--- config.mk ---
export PLATFORM = sky130hd
export DESIGN_NAME = mfp_gauss_row_filter
export DESIGN_NICKNAME = d
export VERILOG_FILES = /design/src/rtl/mfp_gauss_row_filter_pkg.sv /design/src/rtl/mfp_gauss_row_filter_mac_tree.sv /design/src/rtl/mfp_gauss_row_filter.sv
export SDC_FILE = /design/constraint.sdc
export NUM_CORES = 1
export LEC_CHECK = 0
export BUFFER_PORTS_ARGS = -buffer_cell sky130_fd_sc_hd__buf_2
export CORE_MARGIN = 10
export CORE_UTILIZATION = 65
export CTS_BUF_LIST = sky130_fd_sc_hd__clkbuf_4
export DETAILED_ROUTE_END_ITERATION = 10
export MAX_ROUTING_LAYER = met4
export PLACE_DENSITY = 0.83
export SYNTH_ARGS = -nofsm -noshare
export SYNTH_HDL_FRONTEND = slang
export SYNTH_SLANG_ARGS = --single-unit
--- constraint.sdc ---
create_clock -name clk -period 21.8 [get_ports clk]
set_clock_uncertainty 0.15 [all_clocks]
set_input_delay 1.09 -clock clk [delete_from_list [all_inputs] [get_ports clk]]
set_output_delay 1.09 -clock clk [all_outputs]
set_load 0.02 [all_outputs]
--- src/rtl/mfp_gauss_row_filter_pkg.sv ---
// Shared definitions for the Gaussian row filter: FSM states and width helpers.
package mfp_gauss_row_filter_pkg;

  typedef enum logic [1:0] {
    ST_IDLE,
    ST_FILL,
    ST_RUN,
    ST_FLUSH
  } state_e;

  function automatic int unsigned clog2(input int unsigned v);
    int unsigned r;
    r = 0;
    for (int unsigned i = 0; i < 32; i++) begin
      if ((longint'(1) << i) < longint'(v)) r = i + 1;
    end
    return r;
  endfunction

  // Accumulator width: pixel * coefficient plus growth for TAPS terms and a sign bit.
  function automatic int unsigned acc_width(input int unsigned data_w,
                                            input int unsigned coef_w,
                                            input int unsigned taps);
    return data_w + coef_w + clog2(taps) + 1;
  endfunction

  function automatic longint unsigned round_const(input int unsigned frac);
    return (frac == 0) ? 64'd0 : (64'd1 << (frac - 1));
  endfunction

endpackage

--- src/rtl/mfp_gauss_row_filter_mac_tree.sv ---
// Weighted window sum with round-half-up and clamp to the pixel range; two register stages.
module mfp_mac_tree
  import mfp_gauss_row_filter_pkg::*;
#(
  parameter int DATA_W = 8,
  parameter int COEF_W = 8,
  parameter int TAPS   = 5
) (
  input  logic                     clk,
  input  logic                     rst,
  input  logic                     en,
  input  logic [TAPS*DATA_W-1:0]   win,
  input  logic [TAPS*COEF_W-1:0]   coef,
  input  logic                     in_vld,
  input  logic                     in_eol,
  output logic                     out_valid,
  output logic [DATA_W-1:0]        out_data,
  output logic                     out_eol
);
  localparam int FRAC  = COEF_W - 1;
  localparam int ACC_W = int'(acc_width(DATA_W, COEF_W, TAPS));
  localparam logic signed [ACC_W-1:0] RND     = ACC_W'(round_const(FRAC));
  localparam logic signed [ACC_W-1:0] PIX_MAX = ACC_W'((longint'(1) << DATA_W) - 1);

  logic signed [ACC_W-1:0] sum_q, sum_d;
  logic                    sum_vld_q, sum_vld_d, sum_eol_q, sum_eol_d;
  logic                    out_valid_q, out_valid_d, out_eol_q, out_eol_d;
  logic [DATA_W-1:0]       out_data_q, out_data_d;
  logic signed [ACC_W-1:0] pix_s, cf_s, rnd, shf;
  logic [DATA_W-1:0]       sat;

  always_comb begin
    pix_s = '0;
    cf_s  = '0;
    sum_d = '0;
    for (int unsigned i = 0; i < TAPS; i++) begin
      pix_s = ACC_W'({1'b0, win[i*DATA_W +: DATA_W]});
      cf_s  = ACC_W'($signed(coef[i*COEF_W +: COEF_W]));
      sum_d = sum_d + pix_s * cf_s;
    end
    if (!en) sum_d = sum_q;

    rnd = sum_q + RND;
    shf = rnd >>> FRAC;
    if (shf[ACC_W-1])      sat = '0;
    else if (shf > PIX_MAX) sat = '1;
    else                    sat = shf[DATA_W-1:0];

    sum_vld_d   = en ? in_vld    : sum_vld_q;
    sum_eol_d   = en ? in_eol    : sum_eol_q;
    out_valid_d = en ? sum_vld_q : out_valid_q;
    out_eol_d   = en ? sum_eol_q : out_eol_q;
    out_data_d  = en ? sat       : out_data_q;
  end

  always_ff @(posedge clk) begin
    if (rst) begin
      sum_q       <= '0;
      sum_vld_q   <= 1'b0;
      sum_eol_q   <= 1'b0;
      out_valid_q <= 1'b0;
      out_eol_q   <= 1'b0;
      out_data_q  <= '0;
    end else begin
      sum_q       <= sum_d;
      sum_vld_q   <= sum_vld_d;
      sum_eol_q   <= sum_eol_d;
      out_valid_q <= out_valid_d;
      out_eol_q   <= out_eol_d;
      out_data_q  <= out_data_d;
    end
  end

  assign out_valid = out_valid_q;
  assign out_data  = out_data_q;
  assign out_eol   = out_eol_q;

endmodule

--- src/rtl/mfp_gauss_row_filter.sv ---
// Streaming 1-D Gaussian row filter with edge clamping; FSM and sliding window live here.
module mfp_gauss_row_filter
  import mfp_gauss_row_filter_pkg::*;
#(
  parameter int DATA_W   = 8,
  parameter int COEF_W   = 8,
  parameter int RAD      = 2,
  parameter int LINE_MAX = 1024
) (
  input  logic                          clk,
  input  logic                          rst,
  input  logic [COEF_W*(2*RAD+1)-1:0]   coef_arr,
  input  logic                          in_valid,
  output logic                          in_ready,
  input  logic [DATA_W-1:0]             in_data,
  input  logic                          in_eol,
  output logic                          out_valid,
  input  logic                          out_ready,
  output logic [DATA_W-1:0]             out_data,
  output logic                          out_eol
);
  localparam int TAPS  = 2*RAD + 1;
  localparam int CNT_W = int'(clog2(LINE_MAX + 1));
  localparam int SH_W  = (RAD > 0) ? int'(clog2(RAD + 1)) : 1;
  localparam logic [CNT_W-1:0] CNT_MAX = CNT_W'(LINE_MAX);
  localparam logic [SH_W-1:0]  SH_MAX  = SH_W'(RAD);

  state_e                 state_q, state_d;
  logic [TAPS*DATA_W-1:0] win_q, win_d;
  logic [TAPS*COEF_W-1:0] coef_q, coef_d;
  logic [SH_W-1:0]        shift_cnt_q, shift_cnt_d, shift_inc;
  logic [CNT_W-1:0]       acc_cnt_q, acc_cnt_d, acc_inc;
  logic [CNT_W-1:0]       iss_cnt_q, iss_cnt_d, iss_inc;
  logic                   win_vld_q, win_vld_d, win_eol_q, win_eol_d;
  logic                   en, accept, load, shift, issue;
  logic [DATA_W-1:0]      shift_pix;

  always_comb begin
    en        = !out_valid || out_ready;
    in_ready  = en && (state_q != ST_FLUSH);
    accept    = in_valid && in_ready;
    // Shift count saturates at RAD: only "has it reached RAD" matters downstream.
    shift_inc = (shift_cnt_q == SH_MAX) ? shift_cnt_q : shift_cnt_q + SH_W'(1);
    acc_inc   = (acc_cnt_q == CNT_MAX) ? acc_cnt_q : acc_cnt_q + CNT_W'(1);
    iss_inc   = (iss_cnt_q == CNT_MAX) ? iss_cnt_q : iss_cnt_q + CNT_W'(1);

    state_d     = state_q;
    win_d       = win_q;
    coef_d      = coef_q;
    shift_cnt_d = shift_cnt_q;
    acc_cnt_d   = acc_cnt_q;
    iss_cnt_d   = iss_cnt_q;
    load        = 1'b0;
    shift       = 1'b0;
    shift_pix   = in_data;

    case (state_q)
      ST_IDLE: begin
        if (accept) begin
          load        = 1'b1;
          win_d       = {TAPS{in_data}};
          coef_d      = coef_arr;
          shift_cnt_d = '0;
          acc_cnt_d   = CNT_W'(1);
          iss_cnt_d   = '0;
          state_d     = in_eol ? ST_FLUSH : ST_FILL;
        end
      end
      ST_FILL, ST_RUN: begin
        if (accept) begin
          shift     = 1'b1;
          acc_cnt_d = acc_inc;
          if (in_eol) state_d = ST_FLUSH;
          else if (state_q == ST_FILL && shift_inc == SH_MAX) state_d = ST_RUN;
        end
      end
      ST_FLUSH: begin
        if (en && iss_cnt_q < acc_cnt_q) begin
          shift     = 1'b1;
          shift_pix = win_q[(TAPS-1)*DATA_W +: DATA_W];
        end
      end
      default: state_d = ST_IDLE;
    endcase

    if (shift) begin
      for (int unsigned i = 0; i < TAPS - 1; i++)
        win_d[i*DATA_W +: DATA_W] = win_q[(i+1)*DATA_W +: DATA_W];
      win_d[(TAPS-1)*DATA_W +: DATA_W] = shift_pix;
      shift_cnt_d = shift_inc;
    end

    issue = (load || shift) && (shift_cnt_d == SH_MAX);
    if (issue) iss_cnt_d = load ? CNT_W'(1) : iss_inc;
    if (state_q == ST_FLUSH && en && iss_cnt_d >= acc_cnt_q) state_d = ST_IDLE;

    // The last result is the one that brings issued up to accepted once eol has been seen.
    win_vld_d = en ? issue : win_vld_q;
    win_eol_d = en ? (issue && iss_cnt_d == acc_cnt_d &&
                      (state_d == ST_FLUSH || state_d == ST_IDLE)) : win_eol_q;
  end

  always_ff @(posedge clk) begin
    if (rst) begin
      state_q     <= ST_IDLE;
      win_q       <= '0;
      coef_q      <= '0;
      shift_cnt_q <= '0;
      acc_cnt_q   <= '0;
      iss_cnt_q   <= '0;
      win_vld_q   <= 1'b0;
      win_eol_q   <= 1'b0;
    end else begin
      state_q     <= state_d;
      win_q       <= win_d;
      coef_q      <= coef_d;
      shift_cnt_q <= shift_cnt_d;
      acc_cnt_q   <= acc_cnt_d;
      iss_cnt_q   <= iss_cnt_d;
      win_vld_q   <= win_vld_d;
      win_eol_q   <= win_eol_d;
    end
  end

  mfp_mac_tree #(
    .DATA_W (DATA_W),
    .COEF_W (COEF_W),
    .TAPS   (TAPS)
  ) u_mac (
    .clk       (clk),
    .rst       (rst),
    .en        (en),
    .win       (win_q),
    .coef      (coef_q),
    .in_vld    (win_vld_q),
    .in_eol    (win_eol_q),
    .out_valid (out_valid),
    .out_data  (out_data),
    .out_eol   (out_eol)
  );

endmodule

==> key figures, run 1 <==
Clock network
  • Clock buffer count from CTS: 17
  • Post-CTS Setup Bufs: 0
  • # hold bufs at CTS: 0
  • Clock root buffer: clkbuf_4
  • Post-cts resize count: 0
  • Clock tree sinks: 134
  • Clock slew at reported path FFs: 160 ps
  • CTS tree: yes
  • H-tree levels: 4
  • Clock latency on the worst-skew pair: 630 ps
  • Clock buffer depth: 2

Route
  • Initial DRT Pass Iterations: 5
  • Via Count: 15,300
  • DR WL/cell: 18.2 um
  • Detailed-route wire length: 48.2 mm
  • Antenna-violating nets left: 0
  • Drt drc: 0
  • Via-to-Cell Ratio: 5.77
  • DRT iter0 DRCs: 1,185

Floorplan
  • Die ar.: 36,500 um^2
  • Die Ht: 191 um
  • Core area: 28,800 um^2
  • Rows: 62
  • Ports: 64
  • Die width: 191 um
  • Starting Density: 66.1%

Worst setup path
  • Crit. Startpoint: win_q[35]$_SDFFE_PP0P_
  • R2r endpoint: u_mac.sum_q[19]$_SDFFE_PP0N_
  • Crit path DAT: 8720 ps
  • CP required: 22,110 ps
  • CP Launch Type: flop
  • Flop2flop setup slack: 13,400 ps
  • Crit path max fanout: 10
  • Crit path kind: flop to flop
  • Crit. End Element: flop
  • Slowest CP cell: fa_1
  • Largest stage delay, worst path: 570 ps
  • RR Startpoint: win_q[35]$_SDFFE_PP0P_
  • Reg2Reg Depth: 32

Synth
  • Asr flop ratio synth: 0%
  • Syn Area/Cell: 8.44 um^2
  • Most used flip-flop cell after synthesis: dfxtp_1
  • Post-Synthesis Net Count: 2,805
  • EDFF count, synth: 0
  • Seq cells post-synth: 134
  • Yosys warns: 0
  • Register area share after synthesis: 14.1%
  • Mapped Cells: 2,252
  • Distinct cells, synth: 67
  • Cell Area, Synth: 19,000 um^2

GRT
  • Number of global-route vias before repair: 15,800
  • Initial antenna violation count: 2
  • Total Routing Usage GR: 27.9%
  • GR Overflow Total: 0
  • Largest net degree at the start of global routing: 79
  • Global-route wire length before repair: 79.1 mm

STA
  • Worst slew pin tran: 1250 ps
  • RSZ-0062 raised after global routing: no
  • Worst slew margin: 16.7%
  • Final Hold Fails: 0
  • Final setup fails: 0
  • Fin Setup TNS: 0 ps
  • Fmax: 0.119 GHz
  • Final max-slew violation count: 0
  • Crit share post-route: 38.6%
  • Final min period: 8400 ps

Worst hold path
  • Worst hold-check path type: flop to flop
  • HP Start: u_mac.out_eol$_SDFFE_PP0N_
  • Hold EP: u_mac.out_eol$_SDFFE_PP0N_
  • Hold path cells: 2

Placed design
  • Hpwl dp: 37.7 mm
  • DP Cell Count: 2,617
  • PortBufs: 63
  • GPL Wtd Cong: 0.945

Run status
  • Status: finished clean

Layout
  • Synth-to-layout area growth: 3.95%
  • Most frequent cells in the layout: 383 x inv_1, 302 x nand2_1, 263 x ha_1
  • Cell Count, Final, Fillers Out: 2,650
  • Fin nets: 2,805
  • Most common cell after layout, fill and taps aside: inv_1
  • Share of layout cells above drive strength 1: 4.86%

Run
  • Max-cap violations: 0

Power and ir drop
  • Pwr per Cell Area: 57.2 nW/um^2
  • P_leak: 0.0101 uW
  • Pwr Total: 1130 uW
  • Max VDD drop: 49.1 uV
[metal layers]
| layer | wire length (um) | vias to the layer above | track usage, % |
|---|---|---|---|
| li1 | - | 7163 | - |
| met1 | 20400 | 7511 | 34.4 |
| met2 | 23200 | 517 | 45.2 |
| met3 | 3190 | 100 | 5.10 |
| met4 | 1400 | 0 | 9.45 |
| met5 | 0 | - | - |
[worst max path at each step]
stage | slack, ps | end | depth (start not counted)
2_1_floorplan | 14160 | u_mac.sum_q[19]$_SDFFE_PP0N_ | 33
3_3_place_gp | 13840 | u_mac.sum_q[19]$_SDFFE_PP0N_ | 32
3_5_place_dp | 13570 | u_mac.sum_q[19]$_SDFFE_PP0N_ | 32
4_1_cts | 13510 | u_mac.sum_q[19]$_SDFFE_PP0N_ | 32
5_1_grt | 13110 | u_mac.sum_q[19]$_SDFFE_PP0N_ | 32
6_report | 13400 | u_mac.sum_q[19]$_SDFFE_PP0N_ | 32
[area by class of cell]
class,count,area [um^2]
antenna,2,5.00
clock buffer,17,128
clock inverter,14,128
fill,2325,9020
inverter,383,1440
multi-input combinational,1648,14500
sequential,134,2680
tap,384,480
timing repair buffer,68,355
[kinds of logic (layout without fill, tap and decap cells)]
family | Yosys count | after routing | synth area share (%)
AOI/OAI and AO/OA | 290 | 290 | 9.94
xor gates and xnor gates | 93 | 93 | 4.28
adders and majority gates | 500 | 500 | 42.3
buffers and inverters | 470 | 482 | 9.45
DFF | 134 | 134 | 14.1
muxes | 13 | 13 | 0.711
other | 0 | 2 | 0
and+or+nand+nor | 752 | 752 | 19.2
[report_power, final]
part	leakage, uW	switching [uW]	internal, uW	total, uW
combinational	0.00883	365	258	623
clock	0.000122	114	56.3	170
sequential	0.00110	57.4	281	338
[worst max-delay path, delay by kind of cell (launching register included)]
family	cells	cell delay, ps
fa+ha+maj	10	4150
compound gates	8	1930
simple gates	7	1160
flops	1	450
buf+inv	6	290
xor+xnor	1	110
[registers in the layout, indices dropped and copies added (netlist names), 2 cells and up]
name	count
coef_q	40
win_q	40
u_mac.sum_q	14
acc_cnt_q	11
iss_cnt_q	11
u_mac.out_data	8
shift_cnt_q	2
state_q	2
[through the flow]
stage          cell area, um^2  setup WS, ps  util, %  hold WS [ps]
6_report                 19800         13400     68.7           319
5_1_grt                  19800         13110     68.7           355
4_1_cts                  19800         13510     68.7           319
3_5_place_dp             19500         13570     67.8           301
3_3_place_gp             19500         13840     67.8           290
2_1_floorplan            19000         14160        -           282
[synth_stat cells (9+ instances only)]
master	n	area (um^2)
a211oi_1	16	120
a21o_1	21	158
a21oi_1	109	546
a31oi_1	33	206
and2_1	194	1210
and3_1	15	93.8
clkbuf_1	78	293
dfxtp_1	134	2680
fa_1	237	4740
ha_1	263	3290
inv_1	383	1440
mux2i_1	12	120
nand2_1	303	1140
nand2b_1	23	144
nand3_1	17	85.1
nand4_1	9	56.3
nor2_1	118	443
nor2b_1	21	131
nor3_1	20	100
o21a_1	23	173
o21ai_0	17	85.1
o21bai_1	11	82.6
o31a_1	11	96.3
o41ai_1	12	105
xnor2_1	65	569
xor2_1	28	245
No activity file was read; power rests on OpenSTA's default activity.
==> inputs of run 2 (changes only) <==
--- a/config.mk
+++ b/config.mk
@@ -7,11 +7,11 @@
 export LEC_CHECK = 0
 export BUFFER_PORTS_ARGS = -buffer_cell sky130_fd_sc_hd__buf_2
 export CORE_MARGIN = 10
-export CORE_UTILIZATION = 65
+export CORE_UTILIZATION = 60
 export CTS_BUF_LIST = sky130_fd_sc_hd__clkbuf_4
 export DETAILED_ROUTE_END_ITERATION = 10
 export MAX_ROUTING_LAYER = met4
-export PLACE_DENSITY = 0.83
+export PLACE_DENSITY = 0.81
 export SYNTH_ARGS = -nofsm -noshare
 export SYNTH_HDL_FRONTEND = slang
 export SYNTH_SLANG_ARGS = --single-unit
==> constraint.sdc (replaced) <==
create_clock -name clk -period 7.5 [get_ports clk]
set_clock_uncertainty 0.15 [all_clocks]
set_input_delay 0.375 -clock clk [delete_from_list [all_inputs] [get_ports clk]]
set_output_delay 0.375 -clock clk [all_outputs]
set_load 0.02 [all_outputs]
==> key figures, run 2 (synthesis gave the netlist of run 1 again) <==
Route
  • Detailed-route wire length: 52.2 mm (+8.3%)
  • Drt drc: 0 (unchanged)
  • Via-to-Cell Ratio: 5.68 (-1.5%)
  • Initial DRT Pass Iterations: 5 (unchanged)
  • Antenna-violating nets left: 0 (unchanged)
  • DRT iter0 DRCs: 1,352 (+14%)
  • DR WL/cell: 18.2 um (about the same)
  • Via Count: 16,300 (+6.6%)

Floorplan
  • Rows: 65 (+4.8%)
  • Ports: 64 (unchanged)
  • Core area: 31,400 um^2 (+9.1%)
  • Die Ht: 198 um (+3.7%)
  • Die width: 198 um (+3.7%)
  • Die ar.: 39,200 um^2 (+7.4%)
  • Starting Density: 60.6% (-5.5 points)

Placed design
  • GPL Wtd Cong: 0.962 (+1.8%)
  • PortBufs: 63 (unchanged)
  • Hpwl dp: 39.9 mm (+5.9%)

Power and ir drop
  • Cell Int Power: 2010 uW (+240%)
  • Logic pwr share: 59.0% (+3.9 points)
  • Switching Fraction: 46.7% (-0.75 points)
  • Net switching power: 1760 uW (+230%)
  • P_leak: 0.0111 uW (+11%)
  • Seq pwr share: 25.2% (-4.7 points)
  • Max VDD drop: 139 uV (+180%)
  • Clock share of power: 15.8% (+0.7 points)
  • Pwr Total: 3770 uW (+230%)
  • Pwr per Cell Area: 171 nW/um^2 (+200%)

Worst setup path
  • Crit path DAT: 8020 ps (-700 ps)
  • Most used cell, CP: inv_1
  • WP buf/inv: 6 (unchanged)
  • CP required: 7890 ps (-14,220 ps)
  • CP Launch Type: flop
  • Largest stage delay, worst path: 550 ps (-20 ps)
  • Crit path kind: flop to flop
  • Crit path max fanout: 7 (-3)
  • Slowest CP cell: fa_1
  • Cell family with most CP delay: adder cells
  • Crit. End Element: flop

Clock network
  • Clock latency on the worst-skew pair: 670 ps (+40 ps)
  • Clock buffer count from CTS: 17 (unchanged)
  • Clock slew at reported path FFs: 170 ps (about the same)
  • CTS tree: yes
  • Clock root buffer: clkbuf_4
  • Clock buffer depth: 2 (unchanged)
  • H-tree levels: 4 (unchanged)
  • Clock tree sinks: 134 (unchanged)

STA
  • Final Hold Fails: 0 (unchanged)
  • Crit share post-route: 102% (+63 points)
  • Fin Setup TNS: -356 ps (-356 ps)
  • Worst slew pin tran: 1150 ps (-93.8 ps)
  • RSZ-0062 raised after global routing: yes
  • Final max-slew violation count: 0 (unchanged)
  • Fin worst setup slack: -131 ps (-13,530 ps)
  • Worst slew margin: 23.0% (+6.3 points)
  • Worst hold margin: 130 ps (-189 ps)
  • Fmax: 0.131 GHz (+10%)
  • Final min period: 7630 ps (-773 ps)
  • Final setup fails: 5 (+5)

GRT
  • Initial antenna violation count: 1 (-1)
  • GR Overflow Total: 0 (unchanged)
  • Number of global-route vias before repair: 16,800 (+6.0%)
  • Total Routing Usage GR: 27.7% (-0.19 points)
  • Global-route wire length before repair: 84.0 mm (+6.1%)
  • Largest net degree at the start of global routing: 79 (unchanged)

Layout
  • Share of layout cells above drive strength 1: 15.6% (+11 points)
  • Registers with the most flip-flops: coef_q x40, win_q x40, u_mac.sum_q x14
  • Most frequent cells in the layout: 367 x inv_1, 300 x nand2_1, 245 x ha_1
  • Number of fill cells: 2,339 (+0.60%)
  • Synth-to-layout area growth: 16.1%
  • Final core utilization: 70.3% (+1.6 points)
  • Most common cell after layout, fill and taps aside: inv_1
  • Fin nets: 3,003 (+7.1%)

Run status
  • Status: complete, but fails checks
  • Failing checks: setup timing

Worst hold path
  • Worst hold-check path type: input port to flop

Run
  • Max-cap violations: 0 (unchanged)
-- run 2: power by group through the flow --
stage | logic [uW] | registers, uW | clock network, uW
4_1_cts | 2110 | 942 | 604
6_report | 2230 | 949 | 597
2_1_floorplan | 1380 | 918 | 0
5_1_grt | 2440 | 963 | 627
3_5_place_dp | 1960 | 955 | 0
3_3_place_gp | 1900 | 950 | 0
-- run 2: final cells by class --
type                       instances  area [um^2]  area share [%]
multi-input combinational       1648        15000            68.2
sequential                       134         2760            12.5
timing repair buffer             266         2000            9.06
inverter                         383         1440            6.51
tap                              402          503            2.28
clock inverter                    15          201           0.913
clock buffer                      17          128           0.578
antenna                            2         5.00          0.0227
-- run 2: what timing repair did --
action / CTS / global route
pin swaps: 49 / 27
hold endpoints to repair: 63 / 0
endpoints found under the setup margin: 5 / 5
buffers inserted: 15 / 6
resized for setup: 94 / 54
hold buffers: 51 / 0
-- run 2: final timing paths --
kind	startpoint	endpoint	slack, ps	cells after the start
min	in_eol	state_q[1]$_SDFF_PP0_	130	4
max	coef_q[32]$_SDFFE_PP0P_	u_mac.sum_q[19]$_SDFFE_PP0N_	-130	33
min reg2reg	u_mac.out_eol$_SDFFE_PP0N_	u_mac.out_eol$_SDFFE_PP0N_	320	2
max reg2reg	coef_q[32]$_SDFFE_PP0P_	u_mac.sum_q[19]$_SDFFE_PP0N_	-130	33
-- run 2: routing by layer --
metal | wire length, um | track usage [%] | vias to the layer above
li1 | - | - | 7557
met1 | 20700 | 32.5 | 7974
met4 | 2100 | 11.0 | 0
met2 | 25700 | 46.3 | 609
met3 | 3600 | 5.02 | 157
met5 | 0 | - | -
-- run 2: per-stage QoR --
| stage | cell area (um^2) | cells | setup WS, ps |
|---|---|---|---|
| after floorplan | 19000 | 2252 | 14.5 |
| after global placement | 20500 | 2761 | -153 |
| after detailed placement | 20500 | 2761 | -315 |
| after CTS | 21800 | 2859 | -45.7 |
| after global routing | 22100 | 2866 | -348 |
| final | 22100 | 2867 | -131 |
-- run 2: worst min-delay path, cell delays in order --
cell and delay [ps]:
buf_2 110, o31a_1 130, o32a_1 170, and2_1 130
==> inputs of run 3 (changes only) <==
--- a/config.mk
+++ b/config.mk
@@ -6,12 +6,12 @@
 export NUM_CORES = 1
 export LEC_CHECK = 0
 export BUFFER_PORTS_ARGS = -buffer_cell sky130_fd_sc_hd__buf_2
-export CORE_MARGIN = 10
-export CORE_UTILIZATION = 60
+export CORE_MARGIN = 3
+export CORE_UTILIZATION = 65
 export CTS_BUF_LIST = sky130_fd_sc_hd__clkbuf_4
 export DETAILED_ROUTE_END_ITERATION = 10
 export MAX_ROUTING_LAYER = met4
-export PLACE_DENSITY = 0.81
+export PLACE_DENSITY = 0.83
 export SYNTH_ARGS = -nofsm -noshare
 export SYNTH_HDL_FRONTEND = slang
 export SYNTH_SLANG_ARGS = --single-unit
==> constraint.sdc (replaced) <==
create_clock -name clk -period 9.1 [get_ports clk]
set_clock_uncertainty 0.15 [all_clocks]
set_input_delay 0.455 -clock clk [delete_from_list [all_inputs] [get_ports clk]]
set_output_delay 0.455 -clock clk [all_outputs]
set_load 0.02 [all_outputs]
==> key figures, run 3 (synthesis gave the netlist of run 1 again) <==
Run status
  • Status: finished clean

Floorplan
  • Die ar.: 31,300 um^2 (-20%)
  • Die Ht: 177 um (-11%)
  • Core area: 28,300 um^2 (-9.8%)
  • Starting Density: 67.1% (+6.6 points)
  • Ports: 64 (unchanged)
  • Rows: 61 (-6.2%)
  • Die width: 177 um (-11%)

Power and ir drop
  • Pwr per Cell Area: 137 nW/um^2 (-20%)
  • Max VDD drop: 138 uV (-0.56%)
  • P_leak: 0.0103 uW (-7.8%)
  • Pwr Total: 2770 uW (-27%)

Worst setup path
  • Crit. End Element: flop
  • CP endpoint: u_mac.sum_q[19]$_SDFFE_PP0N_
  • CP Launch Type: flop
  • Crit. Startpoint: win_q[26]$_SDFFE_PP0P_
  • CP required: 9470 ps (+1580 ps)
  • RR Startpoint: win_q[26]$_SDFFE_PP0P_
  • Flop2flop setup slack: 690 ps (+820 ps)
  • Reg2Reg Depth: 32 (-3.0%)
  • Slowest CP cell: dfxtp_1
  • R2r endpoint: u_mac.sum_q[19]$_SDFFE_PP0N_
  • Crit path kind: flop to flop
  • Crit path DAT: 8780 ps (+760 ps)
  • Crit path max fanout: 10 (+3)
  • Largest stage delay, worst path: 580 ps (+30 ps)

Route
  • DRT iter0 DRCs: 1,132 (-16%)
  • Via-to-Cell Ratio: 5.77 (+1.4%)
  • Via Count: 15,500 (-4.7%)
  • Initial DRT Pass Iterations: 7 (+2)
  • Antenna-violating nets left: 0 (unchanged)
  • Detailed-route wire length: 48.3 mm (-7.4%)
  • DR WL/cell: 17.9 um (-1.4%)
  • Drt drc: 0 (unchanged)

STA
  • Crit share post-route: 92.4% (-9.3 points)
  • Fmax: 0.119 GHz (-9.3%)
  • Final setup fails: 0 (-5)
  • Worst slew margin: 14.1% (-8.9 points)
  • Worst hold margin: 33.8 ps (-96.1 ps)
  • Fin Setup TNS: 0 ps (+356 ps)
  • Worst slew pin tran: 1290 ps (+133 ps)
  • Final Hold Fails: 0 (unchanged)
  • Final min period: 8410 ps (+781 ps)
  • Fin worst setup slack: 688 ps (+819 ps)
  • Final max-slew violation count: 0 (unchanged)
  • RSZ-0062 raised after global routing: no

Clock network
  • Clock root buffer: clkbuf_4
  • Clock tree sinks: 134 (unchanged)
  • Post-CTS Setup Bufs: 0 (-15)
  • Clock latency on the worst-skew pair: 630 ps (-40 ps)
  • Clock buffer count from CTS: 17 (unchanged)
  • Clock slew at reported path FFs: 180 ps (about the same)
  • Clock buffer depth: 2 (unchanged)
  • H-tree levels: 4 (unchanged)
  • CTS tree: yes
  • Post-cts resize count: 0 (-100%)
  • # hold bufs at CTS: 46 (-9.8%)

Layout
  • Synth-to-layout area growth: 6.53%
  • Multi-input logic area: 14,500 um^2 (-3.3%)
  • Share of layout cells above drive strength 1: 4.93% (-11 points)
  • Number of fill cells: 2,189 (-6.4%)
  • Most frequent cells in the layout: 383 x inv_1, 302 x nand2_1, 263 x ha_1
  • Fin nets: 2,852 (-5.0%)
  • Sequential cell area: 2680 um^2 (-2.7%)
  • Registers with the most flip-flops: coef_q x40, win_q x40, u_mac.sum_q x14
  • Most common cell after layout, fill and taps aside: inv_1
  • Finished Cell Area: 20,300 um^2 (-8.2%)

GRT
  • Global-route wire length before repair: 80.0 mm (-4.7%)
  • GR Overflow Total: 0 (unchanged)
  • Initial antenna violation count: 2 (+1)
  • Total Routing Usage GR: 33.1% (+5.4 points)
  • Largest net degree at the start of global routing: 81 (+2.5%)
  • Number of global-route vias before repair: 16,000 (-4.8%)

Placed design
  • PortBufs: 63 (unchanged)
  • GPL Wtd Cong: 0.946 (-1.7%)
  • Setup Slack @ Placement: 841 ps (+1160 ps)
  • Hpwl dp: 37.5 mm (-6.1%)
  • Placed cell areas: 19,500 um^2 (-4.8%)

Worst hold path
  • Worst hold-check path type: input port to flop

Run
  • Max-cap violations: 0 (unchanged)
## run 3: worst max-delay path, delay by kind of cell (launching register included)
| family | cells | cell delay, ps |
|---|---|---|
| fa+ha+maj | 10 | 3970 |
| compound gates | 8 | 2020 |
| simple gates | 7 | 1100 |
| flops | 1 | 580 |
| buf+inv | 6 | 290 |
| xor+xnor | 1 | 170 |
## run 3: worst min path at each step
stage                                       startpoint                            to  depth (start not counted)
after floorplan           u_mac.sum_eol_q$_SDFFE_PP0N_  u_mac.sum_eol_q$_SDFFE_PP0N_                          2
after global placement      u_mac.out_eol$_SDFFE_PP0N_    u_mac.out_eol$_SDFFE_PP0N_                          2
after detailed placement        win_vld_q$_SDFFE_PP0N_        win_vld_q$_SDFFE_PP0N_                          2
after CTS                                   in_data[3]        win_q[35]$_SDFFE_PP0P_                          3
after global routing                      coef_arr[39]       coef_q[39]$_SDFFE_PP0P_                          3
final                                       in_data[3]        win_q[35]$_SDFFE_PP0P_                          3
## run 3: layer usage
metal	up-vias	part of all wire (%)	GRT usage, %
met4	0	2.9	10.1
met2	572	49	54.5
li1	7270	-	-
met3	96	6.6	5.04
met5	-	0	-
met1	7586	42	42.5
## run 3: power by group
part	internal, uW	leakage, uW	switching (uW)
registers	672	0.00110	136
clock network	126	0.000153	325
logic	633	0.00903	877
## run 3: area by class of cell
cell class,instances,share of cell area (%)
multi-input cells,1648,71.8
flip-flops and latches,134,13.2
inverters,383,7.10
repair buffers,115,4.06
well taps,378,2.34
clock inverters,15,0.778
clock buffers,17,0.630
diodes,2,0.0247
## run 3: per-stage QoR
stage | utilization, % | instances
after floorplan | - | 2252
after global placement | 68.9 | 2612
after detailed placement | 68.9 | 2612
after CTS | 71.5 | 2690
after global routing | 71.5 | 2692
final | 71.5 | 2692
